--- config.mk ---
export PLATFORM = sky130hd
export DESIGN_NAME = seq_divider_flat
export DESIGN_NICKNAME = d
export VERILOG_FILES = /design/src/rtl/seq_divider_if.sv /design/src/rtl/seq_divider.sv /design/src/flat_wrapper.sv
export SDC_FILE = /design/constraint.sdc
export NUM_CORES = 1
export LEC_CHECK = 0
export ABC_CLOCK_PERIOD_IN_PS = 4030
export BUFFER_PORTS_ARGS = -buffer_cell sky130_fd_sc_hd__buf_2
export CAP_MARGIN = 20
export CORE_MARGIN = 3
export CORE_UTILIZATION = 57
export CTS_BUF_LIST = sky130_fd_sc_hd__clkbuf_16
export DETAILED_ROUTE_END_ITERATION = 8
export GPL_ROUTABILITY_DRIVEN = 0
export GPL_TIMING_DRIVEN = 0
export MAX_ROUTING_LAYER = met4
export PLACE_DENSITY = 0.8
export SETUP_SLACK_MARGIN = 0.4
export SLEW_MARGIN = 10
export SYNTH_ARGS = -nofsm -noshare
export SYNTH_HDL_FRONTEND = slang
export SYNTH_SLANG_ARGS = --single-unit
--- constraint.sdc ---
create_clock -name clk -period 4.03 [get_ports clk]
set_input_delay 0.6045 -clock clk [delete_from_list [all_inputs] [get_ports clk]]
set_output_delay 0.6045 -clock clk [all_outputs]
set_load 0.01 [all_outputs]
--- src/rtl/seq_divider_if.sv ---
// Start/busy/done handshake bundle for the sequential signed divider.
// The host drives the request side; the divider drives results and status.
interface seq_divider_if #(
  parameter int DW = 10,
  parameter int SW = 5
);
  logic          start;
  logic [DW-1:0] dividend;
  logic [SW-1:0] divisor;
  logic          busy;
  logic          done;
  logic [DW-1:0] quotient;
  logic [SW-1:0] remainder;
  logic          div_by_zero;
  logic          overflow;

  modport master (
    output start, dividend, divisor,
    input  busy, done, quotient, remainder, div_by_zero, overflow
  );

  modport slave (
    input  start, dividend, divisor,
    output busy, done, quotient, remainder, div_by_zero, overflow
  );
endinterface

--- src/rtl/seq_divider.sv ---
// Multi-cycle signed divider: unsigned restoring division on magnitudes,
// one quotient bit per clock, followed by sign correction and overflow saturation.
module seq_divider #(
  parameter int DW = 10,
  parameter int SW = 5
) (
  input logic          clk,
  input logic          rst,
  seq_divider_if.slave bus
);
  localparam int CW = $clog2(DW);

  typedef enum logic [2:0] {IDLE, LOAD, DIV, FIX, DONE} state_t;

  state_t        state;
  logic [DW-1:0] dvd_reg;
  logic [SW-1:0] dvs_reg;
  logic [DW-1:0] q_mag;   // dividend magnitude shifts out, quotient bits shift in
  logic [SW-1:0] d_mag;
  logic [SW:0]   pr;      // partial remainder
  logic [CW-1:0] cnt;
  logic          sign_q;
  logic          sign_r;

  logic [SW:0]   shifted;
  logic [SW+1:0] trial;
  logic [DW-1:0] fix_q;
  logic [SW-1:0] fix_r;

  // NOTE: every variable assigned in always_comb gets a value on every path,
  // otherwise synthesis infers a latch to hold the old value.
  always_comb begin
    shifted = {pr[SW-1:0], q_mag[DW-1]};
    trial   = {1'b0, shifted} - {2'b00, d_mag};
    fix_q   = sign_q ? -q_mag : q_mag;
    fix_r   = sign_r ? -pr[SW-1:0] : pr[SW-1:0];
  end

  // NOTE: sequential state uses non-blocking assignments so every register
  // samples pre-edge values, independent of statement order.
  always_ff @(posedge clk) begin
    if (rst) begin
      state           <= IDLE;
      dvd_reg         <= '0;
      dvs_reg         <= '0;
      q_mag           <= '0;
      d_mag           <= '0;
      pr              <= '0;
      cnt             <= '0;
      sign_q          <= 1'b0;
      sign_r          <= 1'b0;
      bus.busy        <= 1'b0;
      bus.done        <= 1'b0;
      bus.quotient    <= '0;
      bus.remainder   <= '0;
      bus.div_by_zero <= 1'b0;
      bus.overflow    <= 1'b0;
    end else begin
      case (state)
        IDLE: begin
          if (bus.start) begin
            dvd_reg  <= bus.dividend;
            dvs_reg  <= bus.divisor;
            bus.busy <= 1'b1;
            state    <= LOAD;
          end
        end

        LOAD: begin
          sign_q <= dvd_reg[DW-1] ^ dvs_reg[SW-1];
          sign_r <= dvd_reg[DW-1];
          q_mag  <= dvd_reg[DW-1] ? -dvd_reg : dvd_reg;
          d_mag  <= dvs_reg[SW-1] ? -dvs_reg : dvs_reg;
          pr     <= '0;
          cnt    <= '0;
          if (dvs_reg == '0) begin
            bus.quotient    <= '0;
            bus.remainder   <= '0;
            bus.div_by_zero <= 1'b1;
            bus.overflow    <= 1'b0;
            bus.busy        <= 1'b0;
            bus.done        <= 1'b1;
            state           <= DONE;
          end else begin
            state <= DIV;
          end
        end

        DIV: begin
          // Trial result's MSB set means the subtraction went negative: restore.
          if (trial[SW+1]) begin
            pr    <= shifted;
            q_mag <= {q_mag[DW-2:0], 1'b0};
          end else begin
            pr    <= trial[SW:0];
            q_mag <= {q_mag[DW-2:0], 1'b1};
          end
          if (cnt == CW'(DW - 1)) begin
            state <= FIX;
          end else begin
            cnt <= cnt + 1'b1;
          end
        end

        FIX: begin
          bus.div_by_zero <= 1'b0;
          // Only -2^(DW-1) / -1 yields a positive magnitude with the MSB set.
          if (!sign_q && q_mag[DW-1]) begin
            bus.overflow  <= 1'b1;
            bus.quotient  <= {1'b0, {(DW-1){1'b1}}};
            bus.remainder <= '0;
          end else begin
            bus.overflow  <= 1'b0;
            bus.quotient  <= fix_q;
            bus.remainder <= fix_r;
          end
          bus.busy <= 1'b0;
          bus.done <= 1'b1;
          state    <= DONE;
        end

        DONE: begin
          bus.done <= 1'b0;
          state    <= IDLE;
        end

        default: begin
          bus.busy <= 1'b0;
          bus.done <= 1'b0;
          state    <= IDLE;
        end
      endcase
    end
  end
endmodule

--- src/flat_wrapper.sv ---
// flat-port wrapper written by rule: the top's interface ports become plain ports
module seq_divider_flat 
#(
  parameter int DW = 10,
  parameter int SW = 5
)
  (clk, rst, bus_start, bus_dividend, bus_divisor, bus_busy, bus_done, bus_quotient, bus_remainder, bus_div_by_zero, bus_overflow);
  seq_divider_if #(.DW(DW), .SW(SW)) bus_i ();
  input logic clk;
  input logic rst;
  input wire logic [$bits(bus_i.start)-1:0] bus_start;
  input wire logic [$bits(bus_i.dividend)-1:0] bus_dividend;
  input wire logic [$bits(bus_i.divisor)-1:0] bus_divisor;
  output wire logic [$bits(bus_i.busy)-1:0] bus_busy;
  output wire logic [$bits(bus_i.done)-1:0] bus_done;
  output wire logic [$bits(bus_i.quotient)-1:0] bus_quotient;
  output wire logic [$bits(bus_i.remainder)-1:0] bus_remainder;
  output wire logic [$bits(bus_i.div_by_zero)-1:0] bus_div_by_zero;
  output wire logic [$bits(bus_i.overflow)-1:0] bus_overflow;
  assign bus_i.start = bus_start;
  assign bus_i.dividend = bus_dividend;
  assign bus_i.divisor = bus_divisor;
  assign bus_busy = bus_i.busy;
  assign bus_done = bus_i.done;
  assign bus_quotient = bus_i.quotient;
  assign bus_remainder = bus_i.remainder;
  assign bus_div_by_zero = bus_i.div_by_zero;
  assign bus_overflow = bus_i.overflow;
  seq_divider #(.DW(DW), .SW(SW)) u_core (.clk(clk), .rst(rst), .bus(bus_i));
endmodule
=== Word-level counts from Yosys, hierarchy flattened ===
Cells that the tools add are included.

* Reductions and logical operators: 14
* Equal/unequal tests: 9
* Mux-type cells: 28
* Bitwise logic cells: 3
* $add $sub $neg: 6

{| class="wikitable"
|+ Operators by type and width
! cell !! number
|-
| $mux 10 || 4
|-
| $pmux 10 s2 || 2
|-
| $mux 5 || 5
|-
| $neg 10->10 || 2
|-
| $pmux 5 s2 || 2
|-
| $pmux 3 s4 || 1
|-
| $neg 5->5 || 2
|-
| $reduce_and 2->1 || 5
|-
| $mux 3 || 3
|-
| $pmux 4 s2 || 1
|-
| $sub 6x5->7 || 1
|-
| $eq 3x2->1 const B || 2
|-
| $pmux 1 s3 || 2
|-
| $logic_not 5->1 || 1
|-
| $mux 1 || 5
|-
| $add 4x1->4 const B || 1
|-
| $eq 4x4->1 const B || 1
|-
| $mux 4 || 1
|-
| $ne 2x1->1 const B || 2
|-
| $ne 2x2->1 const B || 2
|-
| $pmux 1 s2 || 2
|-
| $reduce_bool 2->1 || 2
|-
| $reduce_or 2->1 || 2
|-
| $eq 3x1->1 const B || 1
|-
| other kinds (7) || 8
|}

* Output and inout bits: 19
* Input port bits: 18
* Word-level logic and storage cells: 75
* Register bits after elaboration: 63

=== Logic depth before layout (Yosys ltp) ===
Gate-level depths: netlist (run 1).

* Depth in word-level cells: 4
* Depth in mapped cells: 8

=== Worst setup path before layout (run 1) ===
No wires, ideal clock.

* Kind: register to register
* Start point: register u_core.q_mag[9]
* End point: register u_core.q_mag[0]
* Slack: 1.991 ns
* Stages on the path, launching flop included: 9
* Library setup time: 0.128 ns
* Required time: 3.902 ns
* Period minus slack after synthesis: 2.039 ns
* Path buffers: 0
* Data arrival time: 1.911 ns
* Cells stage by stage: dfxtp_1 > inv_1 > ha_1 > inv_1 > fa_1 > a211oi_1 > o21ai_1 > a222oi_1 > nor2_1

* Longest elaborated chain between the ends: 3

{| class="wikitable"
|+ Ends and longest elaborated chain
! what !! RTL line !! text
|-
| from (decl) || seq_divider.sv:18 || <nowiki>logic [DW-1:0] q_mag;</nowiki>
|-
| from (signal assigned) || seq_divider.sv:72 || <nowiki>q_mag <= dvd_reg[DW-1] ? -dvd_reg : dvd_reg;</nowiki>
|-
| from (signal assigned) || seq_divider.sv:93 || <nowiki>q_mag <= {q_mag[DW-2:0], 1'b0};</nowiki>
|-
| from (signal assigned) || seq_divider.sv:96 || <nowiki>q_mag <= {q_mag[DW-2:0], 1'b1};</nowiki>
|-
| $sub 6x5->7 || seq_divider.sv:34 || <nowiki>trial = {1'b0, shifted} - {2'b00, d_mag};</nowiki>
|-
| $mux 1 || seq_divider.sv:91 || <nowiki>if (trial[SW+1]) begin</nowiki>
|-
| $pmux 10 s2 || seq_divider.sv:59 || <nowiki>case (state)</nowiki>
|}

No other way between the ends.
A chain may end at the register's enable or synchronous reset.

=== Worst setup path in the final report (run 1) ===
Ends and elaborated chain as after synthesis.

==> results of run 1 <==
-- cell type report --
class / instances / area (sq um) / area share (%)
plain buffers: 25 / 108 / 2.85
multi-input cells: 278 / 1790 / 47.3
inverters: 19 / 71.3 / 1.89
repair buffers: 36 / 180 / 4.77
flip-flops and latches: 63 / 1260 / 33.4
clock buffers: 9 / 225 / 5.97
well taps: 70 / 87.6 / 2.32
clock inverters: 7 / 55.1 / 1.46
-- stage by stage --
stage | area (sq um) | instances | util (%)
3_3_place_gp | 3490 | 491 | 65.9
2_1_floorplan | 3230 | 385 | -
4_1_cts | 3770 | 507 | 71.2
6_report | 3770 | 507 | 71.2
3_5_place_dp | 3490 | 491 | 65.9
5_1_grt | 3770 | 507 | 71.2
-- worst max-delay path, cell delays in order (launching register included) --
cell and delay [ns]:
dfxtp_1 0.35, inv_1 0.14, ha_1 0.16, inv_1 0.06, fa_1 0.42, a211oi_1 0.37
o21ai_1 0.28, a222oi_1 0.35, nor2_1 0.06
-- per-layer routing --
metal | track usage, % | vias to the layer above | routed length, microns | share of wire (%)
li1 | - | 1473 | - | -
met1 | 31.0 | 1362 | 3440 | 46
met2 | 39.5 | 95 | 3390 | 46
met3 | 4.55 | 22 | 382 | 5.1
met4 | 13.0 | 0 | 212 | 2.9
met5 | - | - | 0 | 0
-- cells by family (layout without fill, tap and decap cells) --
kind of cell / after synthesis / count (layout) / synth area share, %
multiplexers: 7 / 7 / 2.17
AO/OA/AOI/OAI: 114 / 114 / 23.1
XOR/XNOR: 17 / 17 / 4.62
flip-flops: 63 / 63 / 39.1
buffers and inverters: 44 / 96 / 5.55
AND/OR/NAND/NOR: 128 / 128 / 20.6
adder cells (fa/ha/maj): 12 / 12 / 4.89
-- power by group through the flow --
stage / Clock [W] / Combinational (W) / Sequential, W
floorplan: 0 / 0.000235 / 0.000694
global placement: 0 / 0.000296 / 0.000698
detailed placement: 0 / 0.000307 / 0.000700
CTS: 0.000735 / 0.000310 / 0.000687
global route: 0.000771 / 0.000347 / 0.000692
finish: 0.000734 / 0.000312 / 0.000688
-- worst max-delay path by stage --
| stage | slack, ns | cells past startpoint | endpoint | start |
|---|---|---|---|---|
| 6_report | 1.71 | 8 | u_core.q_mag[0] | u_core.q_mag[9] |
| 5_1_grt | 1.57 | 7 | u_core.bus.remainder[1] | u_core.dvs_reg[0] |
| 4_1_cts | 1.73 | 8 | u_core.q_mag[0] | u_core.q_mag[9] |
| 3_5_place_dp | 1.74 | 8 | u_core.q_mag[0] | u_core.q_mag[9] |
| 3_3_place_gp | 1.79 | 8 | u_core.q_mag[0] | u_core.q_mag[9] |
| 2_1_floorplan | 1.99 | 8 | u_core.q_mag[0] | u_core.q_mag[9] |
-- cell usage in the layout, fill, tap and decap left out, types with 5 or more instances in the layout --
master      n
dfxtp_1    63
mux2i_1     7
o31ai_1     5
nand2_1    55
inv_1      20
or3_1       5
buf_2      41
a211oi_1    8
a21o_1      8
a22o_1      5
xor2_1      8
nor2_1     22
o21ai_0    24
ha_1       11
clkbuf_16   9
nor4_1      5
clkbuf_1   16
xnor2_1     9
a21oi_1    31
o21a_1      6
nor3_1      8
==> flow_summary.toml, run 1 <==
[floorplanning]
core_sq_um = 5300
die_h_microns = 81.2
start_util_pct = 60.8
die_area_sq_um = 6600
row_count = 26
top_level_ports = 37
die_w_microns = 81.2

[detailed_routing]
avgViaCountPerCell = 5.82
dr.pass1.iters = 5
routed_wl_mm = 7.43
drc = 0
vias = 2952
postRouteAntennaNets = 0
drtIter0Drc = 230
wl_per_cell_microns = 14.7

[power]
p_comb_share_pct = 18.0
swShare_pct = 28.0
power_frac_seq_pct = 39.7
vdd_drop_max_mv = 0.265
powerDensity_nw_per_um2 = 460
p_leak_nw = 1.54
power.total_w = 0.00173
p_int_w = 0.00125
clkPwrFrac_pct = 42.3
switchingPower_w = 0.000485

[synthesis]
netlist_area_sq_um = 3230
ys_async_sr_fraction_pct = 0
postSynthCellCount = 385
syn_nets = 415
synth.area.top_cells = "dfxtp_1 (39%), nand2_1 (6.4%), a21oi_1 (4.8%), ha_1 (4.3%), o21ai_0 (3.7%)"
ys.flop_type = "dfxtp_1"
netlist_top_cells_count = "dfxtp_1 (63), nand2_1 (55), a21oi_1 (31), o21ai_0 (24), nor2_1 (22)"
yosysWarningCount = 0
yosysMostFrequentCell = "dfxtp_1"
synth_edf_count = 0
ys_seq_area_share_pct = 39.1
synth_largest_area_cell = "dfxtp_1"
netlist-cell-type-count = 55
synth_top_area_share_pct = 39.1
synth_seq_cells = 63
synth_area_per_cell_sq_um = 8.38

[clock_network]
cts_resized = 0
htreeDepth = 3
cts_tree = "built"
cts.sinks = 63
postCtsHoldBufs = 0
clk_latency_ns = 0.33
cts_buffer_depth = 2
cts.clk_slew.worst_paths_ns = 0.05
numCtsBuffers = 9
cts_root_buf = "clkbuf_16"
cts_setup_buffers = 0

[placed_design]
io_buffers = 36
dpl.hpwl_mm = 5.38
dp_slack_ns = 1.74

[sta]
final-hold-violation-count = 0
period_needed_ns = 2.32
setup_violations = 0
fin_worst_skew_ns = 0.00340
tightestPinTransition_ns = 0.874
timing.fmax_mhz = 431
fin_ws_ns = 1.71
maxSlewHeadroom_pct = 40.9
hold-worst-slack_ns = 0.431
min_period_over_period_pct = 57.6
setup_tns_ns = 0
rsz0062_at_grt = "false"
drv_slew = 0

[worst_setup_path]
r2r_cells = 8
critPathArrivalTime_ns = 2.51
timing.critical_path.from_type = "flip-flop"
timing.rr.start = "u_core.q_mag[9]"
crit_type = "flip-flop to flip-flop"
end_kind = "flip-flop"
cp.required_ns = 4.22
r2r_slack_ns = 1.71
rr_endpoint = "u_core.q_mag[0]"
crit_fanout = 5

[cells_and_area]
drive_above_1_share_pct = 15.6
final_nets = 462
antenna_cells = 0
n_fill_cell = 444
syn_to_final_growth_pct = 17.0

[run_status]
outcome = "complete, no violations"

[worst_hold_path]
hold_path_class = "flip-flop to flip-flop"
holdCritStartpoint = "u_core.bus.quotient[0]"
hold_depth = 2
min_delay_worst_endpoint = "u_core.bus.quotient[0]"

[grt]
grt_pass1_vias = 2699
grt_pass1_wl_mm = 12.5
track_usage_pct = 25.2
gr-total-overflow = 0
antenna_found_initial = 0
grt_max_degree = 11

[flow_run]
cap_violations = 0
No activity file was read; power rests on OpenSTA's default activity.
==> inputs of run 2 (changes only) <==
--- a/config.mk
+++ b/config.mk
@@ -5,7 +5,8 @@
 export SDC_FILE = /design/constraint.sdc
 export NUM_CORES = 1
 export LEC_CHECK = 0
-export ABC_CLOCK_PERIOD_IN_PS = 4030
+export ABC_AREA = 1
+export ABC_CLOCK_PERIOD_IN_PS = 2400
 export BUFFER_PORTS_ARGS = -buffer_cell sky130_fd_sc_hd__buf_2
 export CAP_MARGIN = 20
 export CORE_MARGIN = 3
==> constraint.sdc (replaced) <==
create_clock -name clk -period 2.4 [get_ports clk]
set_input_delay 0.36 -clock clk [delete_from_list [all_inputs] [get_ports clk]]
set_output_delay 0.36 -clock clk [all_outputs]
set_load 0.01 [all_outputs]
==> flow_summary.toml, run 2 <==
[run_status]
outcome = "complete, no violations"

[grt]
grt_max_degree = 11
grt_pass1_wl_mm = 13.3
busiest_layer = "met2"
grt_use_met1_pct = 34.2
gr-total-overflow = 0
met3_usage_pct = 6.47
track_usage_pct = 26.7
use_met2_pct = 41.4
grt_pass1_vias = 2856
antenna_found_initial = 0

[placed_design]
io_buffers = 35
dpl.hpwl_mm = 5.71
dp_cells = 562

[detailed_routing]
wl_per_cell_microns = 13.7
postRouteAntennaNets = 0
dr.pass1.iters = 6
vias = 3186
drtIter0Drc = 245
routed_wl_mm = 7.87
avgViaCountPerCell = 5.53
drc = 0

[floorplanning]
row_count = 26
die_area_sq_um = 6660
top_level_ports = 37
die_w_microns = 81.6
core_sq_um = 5300
die_h_microns = 81.6
start_util_pct = 61.4

[clock_network]
numCtsBuffers = 9
clk_latency_ns = 0.32
cts_tree = "built"
cts.sinks = 63
htreeDepth = 3
cts_buffer_depth = 2
cts.clk_slew.worst_paths_ns = 0.05
cts_root_buf = "clkbuf_16"
cts_setup_buffers = 0

[worst_setup_path]
critPathArrivalTime_ns = 2.11
crit_fanout = 5
crit_path_cell_trace = "inv_1 > ha_1 > inv_1 > fa_1 > nand3_1 > nand3_2 > nand2_1 > nand3_1 > a21oi_1"
timing.critical_path.from_type = "flip-flop"
worst-path-buf-inv = 2
critPathTopFamily = "adder cells"
end_kind = "flip-flop"
critPathSlowestCell = "fa_1"
timing.rr.start = "u_core.q_mag[9]"
startpoint = "u_core.q_mag[9]"
crit_type = "flip-flop to flip-flop"
cp.required_ns = 2.65
worst_path_largest_cell_delay_ns = 0.42

[cells_and_area]
syn_to_final_growth_pct = 15.8
fin_util_pct = 71.1
final_nets = 533
final_cell_mix = "nand2_1 (83), dfxtp_1 (63), inv_1 (60)"
final_common_cell = "nand2_1"
antenna_cells = 0
drive_above_1_share_pct = 16.0
stdcell_count = 576

[synthesis]
syn_nets = 487
ys.flop_type = "dfxtp_1"
netlist_top_cells_count = "nand2_1 (83), dfxtp_1 (63), inv_1 (58), a21oi_1 (50), nand3_1 (49)"
yosysWarningCount = 0
ys_async_sr_fraction_pct = 0
synth_area_per_cell_sq_um = 7.13
yosysMostFrequentCell = "nand2_1"
netlist_area_sq_um = 3260
postSynthCellCount = 457
synth_top_area_share_pct = 38.7
synth.area.top_cells = "dfxtp_1 (39%), nand2_1 (9.6%), a21oi_1 (7.7%), nand3_1 (7.5%), inv_1 (6.7%)"
netlist-cell-type-count = 33
synth_edf_count = 0
ys_seq_area_share_pct = 38.7
synth_seq_cells = 63
synth_largest_area_cell = "dfxtp_1"

[sta]
maxSlewHeadroom_pct = 56.4
final-hold-violation-count = 0
fin_worst_skew_ns = 0.00596
min_period_over_period_pct = 77.4
timing.fmax_mhz = 538
setup_violations = 0
rsz0062_at_grt = "false"
period_needed_ns = 1.86
setup_tns_ns = 0
tightestPinTransition_ns = 0.654
drv_slew = 0

[worst_hold_path]
hold_path_class = "input pin to flip-flop"
holdCritStartpoint = "bus_dividend[9]"

[power]
p_leak_nw = 1.68
vdd_drop_max_mv = 0.550
powerDensity_nw_per_um2 = 1070

[flow_run]
cap_violations = 0
run 2: cell count changes after synthesis, moves of 8 or more:
cell,change
nand2_1,+28
a211oi_1,-8
clkbuf_1,-9
a21oi_2,+8
a21o_1,-8
nand3_1,+49
xnor2_1,-8
nand4_1,+8
a21oi_1,+19
nor2_1,+8
inv_1,+39
nand2_2,+10
run 2: what timing repair did:
action / 4_1_cts / 5_1_grt
hold endpoints to repair: 0 / 0
gates resized for setup: 0 / 1
endpoints found under the setup margin: 0 / 4
hold buffers: 0 / 0
run 2: path summary, 6_finish.rpt:
path / to / cells after the start / slack [ns]
max: u_core.pr[1] / 9 / 0.54
min: u_core.dvd_reg[9] / 3 / 0.31
max reg2reg: u_core.pr[1] / 9 / 0.54
min reg2reg: u_core.bus.quotient[2] / 2 / 0.46
run 2: power by group:
| part | switching [W] | total, W | leakage [nW] | internal [W] |
|---|---|---|---|---|
| clock network | 0.000428 | 0.00110 | 0.129 | 0.000668 |
| logic | 0.00102 | 0.00154 | 1.03 | 0.000524 |
| registers | 0.000156 | 0.00138 | 0.513 | 0.00123 |
| total | 0.00160 | 0.00402 | 1.68 | 0.00242 |
run 2: layer usage:
metal  wire length [microns]  vias to the layer above
met5                       0                        -
met4                     177                        0
met3                     509                       18
met2                    3590                      140
met1                    3600                     1409
li1                        -                     1619
run 2: through the flow:
| step | instance area, sq um | hold WS (ns) | worst slack [ns] | total power, W |
|---|---|---|---|---|
| detailed placement | 3520 | 0.443 | 0.521 | 0.00289 |
| floorplan | 3260 | 0.419 | 0.759 | 0.00254 |
| finish | 3770 | 0.313 | 0.542 | 0.00402 |
| CTS | 3760 | 0.313 | 0.515 | 0.00399 |
| global route | 3770 | 0.324 | 0.404 | 0.00431 |
| global placement | 3520 | 0.445 | 0.539 | 0.00284 |
run 2: area by class of cell:
class / count / area (sq um)
sequential: 63 / 1260
tap: 70 / 87.6
clock inverter: 5 / 20.0
fill: 448 / 1530
multi-input combinational: 316 / 1690
clock buffer: 9 / 225
buffer: 16 / 82.6
inverter: 62 / 233
timing repair buffer: 35 / 175
run 2: cells by family (layout without fill, tap and decap cells):
logic type      Yosys count  in the layout  synth area share (%)
xor+xnor                  5              5                  1.34
simple gates            191            191                  26.8
fa+ha+maj                12             12                  4.84
buf+inv                  78            127                  9.68
flops                    63             63                  38.7
compound gates          108            108                  18.6
run 2: tightest hold or removal path, cell delays in order:
cell and delay, ns:
buf_2 0.07, o21ai_0 0.07, a21oi_1 0.10
